`src/rtl/seq_slice_subtractor_if.sv`:
```
// Operand/result bus for seq_slice_subtractor.
// Optional overflow signal present when SUB_OVERFLOW_EN is defined.
//
// Handshake: a transfer happens on a rising clk edge where valid and ready
// are both 1. The producer holds valid and its payload stable until that
// edge. Ready and valid never depend combinationally on each other.
interface seq_slice_subtractor_if #(
    parameter int N = 16
);
    logic         in_valid;
    logic         in_ready;
    logic [N-1:0] a;
    logic [N-1:0] b;
    logic         out_valid;
    logic         out_ready;
    logic [N-1:0] diff;
    logic         borrow;
`ifdef SUB_OVERFLOW_EN
    logic         overflow;

    modport slave (
        input  in_valid, a, b, out_ready,
        output in_ready, out_valid, diff, borrow, overflow
    );
    modport master (
        output in_valid, a, b, out_ready,
        input  in_ready, out_valid, diff, borrow, overflow
    );
`else
    modport slave (
        input  in_valid, a, b, out_ready,
        output in_ready, out_valid, diff, borrow
    );
    modport master (
        output in_valid, a, b, out_ready,
        input  in_ready, out_valid, diff, borrow
    );
`endif
endinterface

```
`src/rtl/seq_slice_subtractor.sv`:
```
// Sequential subtractor: diff = a - b, W bits per clock, borrow carried
// between slices in a register. Optional macro SUB_OVERFLOW_EN adds a
// signed overflow flag registered alongside diff.
//
// Operands are shifted right one slice per RUN cycle so the active slice is
// always the low W bits; result slices enter diff from the top and reach
// their final positions after N/W cycles.
module seq_slice_subtractor #(
    parameter int N = 16,
    parameter int W = 4
) (
    input  logic                    clk,
    input  logic                    rst,
    seq_slice_subtractor_if.slave   io_bus,
    output logic [1:0]              o_dbg_state
);
    localparam int NS = N / W;
    localparam int CW = (NS > 1) ? $clog2(NS) : 1;
    localparam logic [CW-1:0] LAST = CW'(NS - 1);

    if ((N % W) != 0 || W < 1) begin : g_bad_cfg
        $error("seq_slice_subtractor: N (%0d) must be a multiple of W (%0d)", N, W);
    end

    typedef enum logic [1:0] {
        IDLE = 2'd0,
        RUN  = 2'd1,
        DONE = 2'd2
    } state_t;

    state_t          r_state;
    state_t          w_next_state;
    logic [N-1:0]    r_a;
    logic [N-1:0]    r_b;
    logic [CW-1:0]   r_cnt;
    logic            r_bor;
    logic [N-1:0]    r_diff;
    logic            r_borrow;
    logic [W:0]      w_sub;
    logic            w_last;
    logic [N-1:0]    w_diff_next;

    // Current slice subtraction, one bit wider to expose the borrow out.
    assign w_sub  = {1'b0, r_a[W-1:0]} - {1'b0, r_b[W-1:0]} - {{W{1'b0}}, r_bor};
    assign w_last = (r_cnt == LAST);

    if (W == N) begin : g_single
        assign w_diff_next = w_sub[W-1:0];
    end else begin : g_multi
        assign w_diff_next = {w_sub[W-1:0], r_diff[N-1:W]};
    end

    assign io_bus.in_ready  = (r_state == IDLE);
    assign io_bus.out_valid = (r_state == DONE);
    assign io_bus.diff      = r_diff;
    assign io_bus.borrow    = r_borrow;
    assign o_dbg_state      = r_state;

`ifdef SUB_OVERFLOW_EN
    logic r_ovf;
    assign io_bus.overflow = r_ovf;

    // Signed overflow: operand signs differ and result sign differs from a.
    // At the last slice r_a/r_b hold the top slice of the latched operands.
    always_ff @(posedge clk) begin
        if (rst) begin
            r_ovf <= 1'b0;
        end else if (r_state == RUN && w_last) begin
            r_ovf <= (r_a[W-1] != r_b[W-1]) && (w_sub[W-1] != r_a[W-1]);
        end
    end
`endif

    // Next-state: accept in IDLE, count slices in RUN, hand off in DONE.
    always_comb begin
        w_next_state = r_state;
        case (r_state)
            IDLE:    if (io_bus.in_valid) w_next_state = RUN;
            RUN:     if (w_last)          w_next_state = DONE;
            DONE:    if (io_bus.out_ready) w_next_state = IDLE;
            default: w_next_state = IDLE;
        endcase
    end

    // State register and datapath: latch operands, process one slice per cycle.
    always_ff @(posedge clk) begin
        if (rst) begin
            r_state  <= IDLE;
            r_a      <= '0;
            r_b      <= '0;
            r_cnt    <= '0;
            r_bor    <= 1'b0;
            r_diff   <= '0;
            r_borrow <= 1'b0;
        end else begin
            r_state <= w_next_state;
            case (r_state)
                IDLE: begin
                    if (io_bus.in_valid) begin
                        r_a   <= io_bus.a;
                        r_b   <= io_bus.b;
                        r_bor <= 1'b0;
                        r_cnt <= '0;
                    end
                end
                RUN: begin
                    r_diff <= w_diff_next;
                    r_a    <= r_a >> W;
                    r_b    <= r_b >> W;
                    r_bor  <= w_sub[W];
                    r_cnt  <= r_cnt + CW'(1);
                    if (w_last) begin
                        r_borrow <= w_sub[W];
                    end
                end
                default: ;
            endcase
        end
    end
endmodule
```
`src/flat_wrapper.sv`:
```
// flat-port wrapper written by rule: the top's interface ports become plain ports
module seq_slice_subtractor_flat 
#(
    parameter int N = 16,
    parameter int W = 4
)
  (clk, rst, o_dbg_state, io_bus_in_valid, io_bus_a, io_bus_b, io_bus_out_ready, io_bus_in_ready, io_bus_out_valid, io_bus_diff, io_bus_borrow);
  seq_slice_subtractor_if #(.N(N)) io_bus_i ();
  input  logic clk;
  input  logic rst;
  output logic [1:0] o_dbg_state;
  input wire logic [$bits(io_bus_i.in_valid)-1:0] io_bus_in_valid;
  input wire logic [$bits(io_bus_i.a)-1:0] io_bus_a;
  input wire logic [$bits(io_bus_i.b)-1:0] io_bus_b;
  input wire logic [$bits(io_bus_i.out_ready)-1:0] io_bus_out_ready;
  output wire logic [$bits(io_bus_i.in_ready)-1:0] io_bus_in_ready;
  output wire logic [$bits(io_bus_i.out_valid)-1:0] io_bus_out_valid;
  output wire logic [$bits(io_bus_i.diff)-1:0] io_bus_diff;
  output wire logic [$bits(io_bus_i.borrow)-1:0] io_bus_borrow;
  assign io_bus_i.in_valid = io_bus_in_valid;
  assign io_bus_i.a = io_bus_a;
  assign io_bus_i.b = io_bus_b;
  assign io_bus_i.out_ready = io_bus_out_ready;
  assign io_bus_in_ready = io_bus_i.in_ready;
  assign io_bus_out_valid = io_bus_i.out_valid;
  assign io_bus_diff = io_bus_i.diff;
  assign io_bus_borrow = io_bus_i.borrow;
  seq_slice_subtractor #(.N(N), .W(W)) u_core (.clk(clk), .rst(rst), .io_bus(io_bus_i), .o_dbg_state(o_dbg_state));
endmodule
```
`config.mk`:
```
export PLATFORM = sky130hd
export DESIGN_NAME = seq_slice_subtractor_flat
export DESIGN_NICKNAME = d
export VERILOG_FILES = /design/src/rtl/seq_slice_subtractor_if.sv /design/src/rtl/seq_slice_subtractor.sv /design/src/flat_wrapper.sv
export SDC_FILE = /design/constraint.sdc
export NUM_CORES = 1
export LEC_CHECK = 0
export BUFFER_PORTS_ARGS = -buffer_cell sky130_fd_sc_hd__buf_2
export CORE_UTILIZATION = 57
export DETAILED_ROUTE_END_ITERATION = 12
export PLACE_DENSITY = 0.89
export SYNTH_ARGS = -nofsm -noshare
export SYNTH_HDL_FRONTEND = slang
export SYNTH_SLANG_ARGS = --single-unit
```
`constraint.sdc`:
```
create_clock -name clk -period 5 [get_ports clk]
set_clock_uncertainty 0.1 [all_clocks]
set_input_delay 1 -clock clk [delete_from_list [all_inputs] [get_ports clk]]
set_output_delay 1 -clock clk [all_outputs]
set_load 0.01 [all_outputs]
```
==> results.cfg <==
[status]
outcome = finished, final reports clean

[detailed_routing]
vias = 2065
wl_per_cell_um = 12.5
drt_pass1_iterations = 4
viasPerCell = 5.43
drt-initial-drc-count = 107
drc_errors = 0
wl_mm = 4.76
ant_nets = 0

[power_and_ir_drop]
p_clk_share_pct = 28.3
seq_power_share_pct = 54.1
p_sw_share_pct = 27.8
power_switching_uw = 246
p_comb_share_pct = 17.6
cellPowerDensity_mw_per_mm2 = 319
leakagePower_nw = 1.18
cell_internal_pwr_uw = 638
peakVddDrop_v = 0.000216

[timing]
slew_violations = 0
timing.slew.headroom_pct = 29.0
fin_setup_tns_ps = 0
min_period_ps = 2750
rsz0062_at_grt = false
tightest_slew_ps = 1060
fin_crit_sh_pct = 55.0
fmax_mhz = 364
setup_viol = 0
finalHoldViolCount = 0

[global_route]
grt_max_degree = 56
busiest_layer = met2
antenna_found_initial = 0
met2_usage_pct = 41.8
grt_pass1_vias = 1845
gr-total-overflow = 0
grt_usage_pct = 23.0
grt_pass1_wl_mm = 7.89
grt_use_met1_pct = 25.3
globalRouteMet3Util_pct = 5.50

[floorplanning]
start_util_pct = 60.7
die_x_um = 68.2
die_area_sq_mm = 0.00465
rows = 23
die_y_um = 68.2
boundaryPins = 57
core_sq_mm = 0.00412

[logic_synthesis]
synth_seq_area_share_pct = 43.3
ys_ff_latch = 54
synth_edf_count = 0
netlist.area_leader.share_pct = 43.3
synth-async-reset-ratio_pct = 0
synth_top_cell_by_area = dfxtp_1
synth_cell_type_count = 33
ys_warn_count = 0
syn_inst = 289
synth_commonest_cells = 75 x nand2_1, 54 x dfxtp_1, 38 x nor2_1
synth_area_leaders = dfxtp_1 43%, nand2_1 11%, a311oi_2 6.0%
syn_nets = 334
syn_avg_cell_area_sq_um = 8.64
synth_most_common_cell = nand2_1
ys.flop_type = dfxtp_1
syn_area_sq_mm = 0.00250

[placed_design]
dp_cells = 372
post-dp-hpwl_mm = 3.25
gp_congestion = 0.782
io_buffers = 56

[critical_path]
worstSetupPathType = flip-flop to flip-flop
cp-end-kind = flip-flop
cp_data_required_time_ps = 5110
crit_path_max_fanout = 2
cp.arrival_ps = 2860
worstSetupStartpointType = flip-flop

[layout]
syn_to_final_growth_pct = 10.8
nets = 374
drive_gt1_share_pct = 24.5
instances_no_fill = 380
antennaDiodeCount = 0

[cts]
clkTransAtPathRegs_ps = 90
hold_buffers = 0
numClockSinks = 54
insertion_delay_ps = 300
numCtsBuffers = 5
post_cts_buffers = 0
htreeDepth = 2
tritoncts = built
cts_root_buf = clkbuf_8
cts_resized = 0
cts.path.max_buffers = 2

[flow_run]
max_cap_violations = 0

[worst_hold_path]
min_path_type = flip-flop to flip-flop
## power groups by stage
| stage | clock network [mW] | registers [mW] | logic, mW |
|---|---|---|---|
| after floorplan | 0 | 0.485 | 0.125 |
| after global placement | 0 | 0.486 | 0.151 |
| after detailed placement | 0 | 0.488 | 0.157 |
| after CTS | 0.257 | 0.478 | 0.158 |
| after global routing | 0.270 | 0.482 | 0.179 |
| final | 0.250 | 0.478 | 0.156 |
## state kept, by name (all words and copies together) (netlist names)
register and cells:
u_core.io_bus.diff 16, u_core.r_a 16, u_core.r_b 16, u_core.o_dbg_state 2, u_core.r_cnt 2, u_core.io_bus.borrow 1
u_core.r_bor 1
## final cells by class
| class | instances | area [sq um] |
|---|---|---|
| multi-input cells | 201 | 1210 |
| clock buffers | 6 | 82.6 |
| well taps | 50 | 62.6 |
| inverters | 11 | 41.3 |
| fillers | 343 | 1350 |
| repair buffers | 56 | 280 |
| flip-flops and latches | 54 | 1080 |
| clock inverters | 2 | 12.5 |
## worst max-delay path, stage by stage, from the launching register on
cell and delay, ps:
dfxtp_1 320, inv_1 60, fa_1 560, inv_1 50, ha_1 170, or2_2 280, fa_1 380, nand2b_1 170
a21oi_1 180, xnor2_1 100, a311oi_1 280
## per-layer routing
metal	wire [um]	vias up
li1	-	1061
met1	2150	950
met2	2320	46
met3	197	8
met4	84	0
met5	0	-
## path summary, 6_finish.rpt
check                                                        start  cells after the start  slack, ps                                 end
worst max-delay path                     u_core.r_bor$_SDFFE_PP0P_                     10       2250   u_core.io_bus.borrow$_SDFFE_PP0P_
worst min-delay path            u_core.io_bus.diff[0]$_SDFFE_PP0P_                      2        350  u_core.io_bus.diff[0]$_SDFFE_PP0P_
worst max register to register           u_core.r_bor$_SDFFE_PP0P_                     10       2250   u_core.io_bus.borrow$_SDFFE_PP0P_
worst min register to register  u_core.io_bus.diff[0]$_SDFFE_PP0P_                      2        350  u_core.io_bus.diff[0]$_SDFFE_PP0P_
## stage by stage
step / power, mW / setup slack, ps / area (sq um) / util, % / hold slack, ps
after floorplan: 0.610 / 2430 / 2500 / - / 344
after global placement: 0.637 / 2380 / 2670 / 64.9 / 340
after detailed placement: 0.645 / 2280 / 2670 / 64.9 / 345
after CTS: 0.893 / 2260 / 2770 / 67.3 / 359
after global routing: 0.931 / 2060 / 2770 / 67.3 / 382
final: 0.884 / 2250 / 2770 / 67.3 / 353
## cell usage in the layout, fill, tap and decap left out, drive strengths merged, types with 3 or more instances in the layout
master and instances:
buf 56, ha 7, nand2 75, a22oi 8, nor2b 4, nand2b 3
nor2 40, inv 11, clkbuf 6, a21oi 18, a311oi 26, dfxtp 54
## cell families after synthesis
logic type / count (synthesis) / share of synthesized area [%]
and+or+nand+nor: 129 / 22.2
AOI/OAI and AO/OA: 60 / 19.9
DFF: 54 / 43.3
buffers and inverters: 34 / 8.37
adders and majority gates: 9 / 5.11
xor gates and xnor gates: 2 / 0.702
muxes: 1 / 0.401
Power figures use the tool's default switching activity.
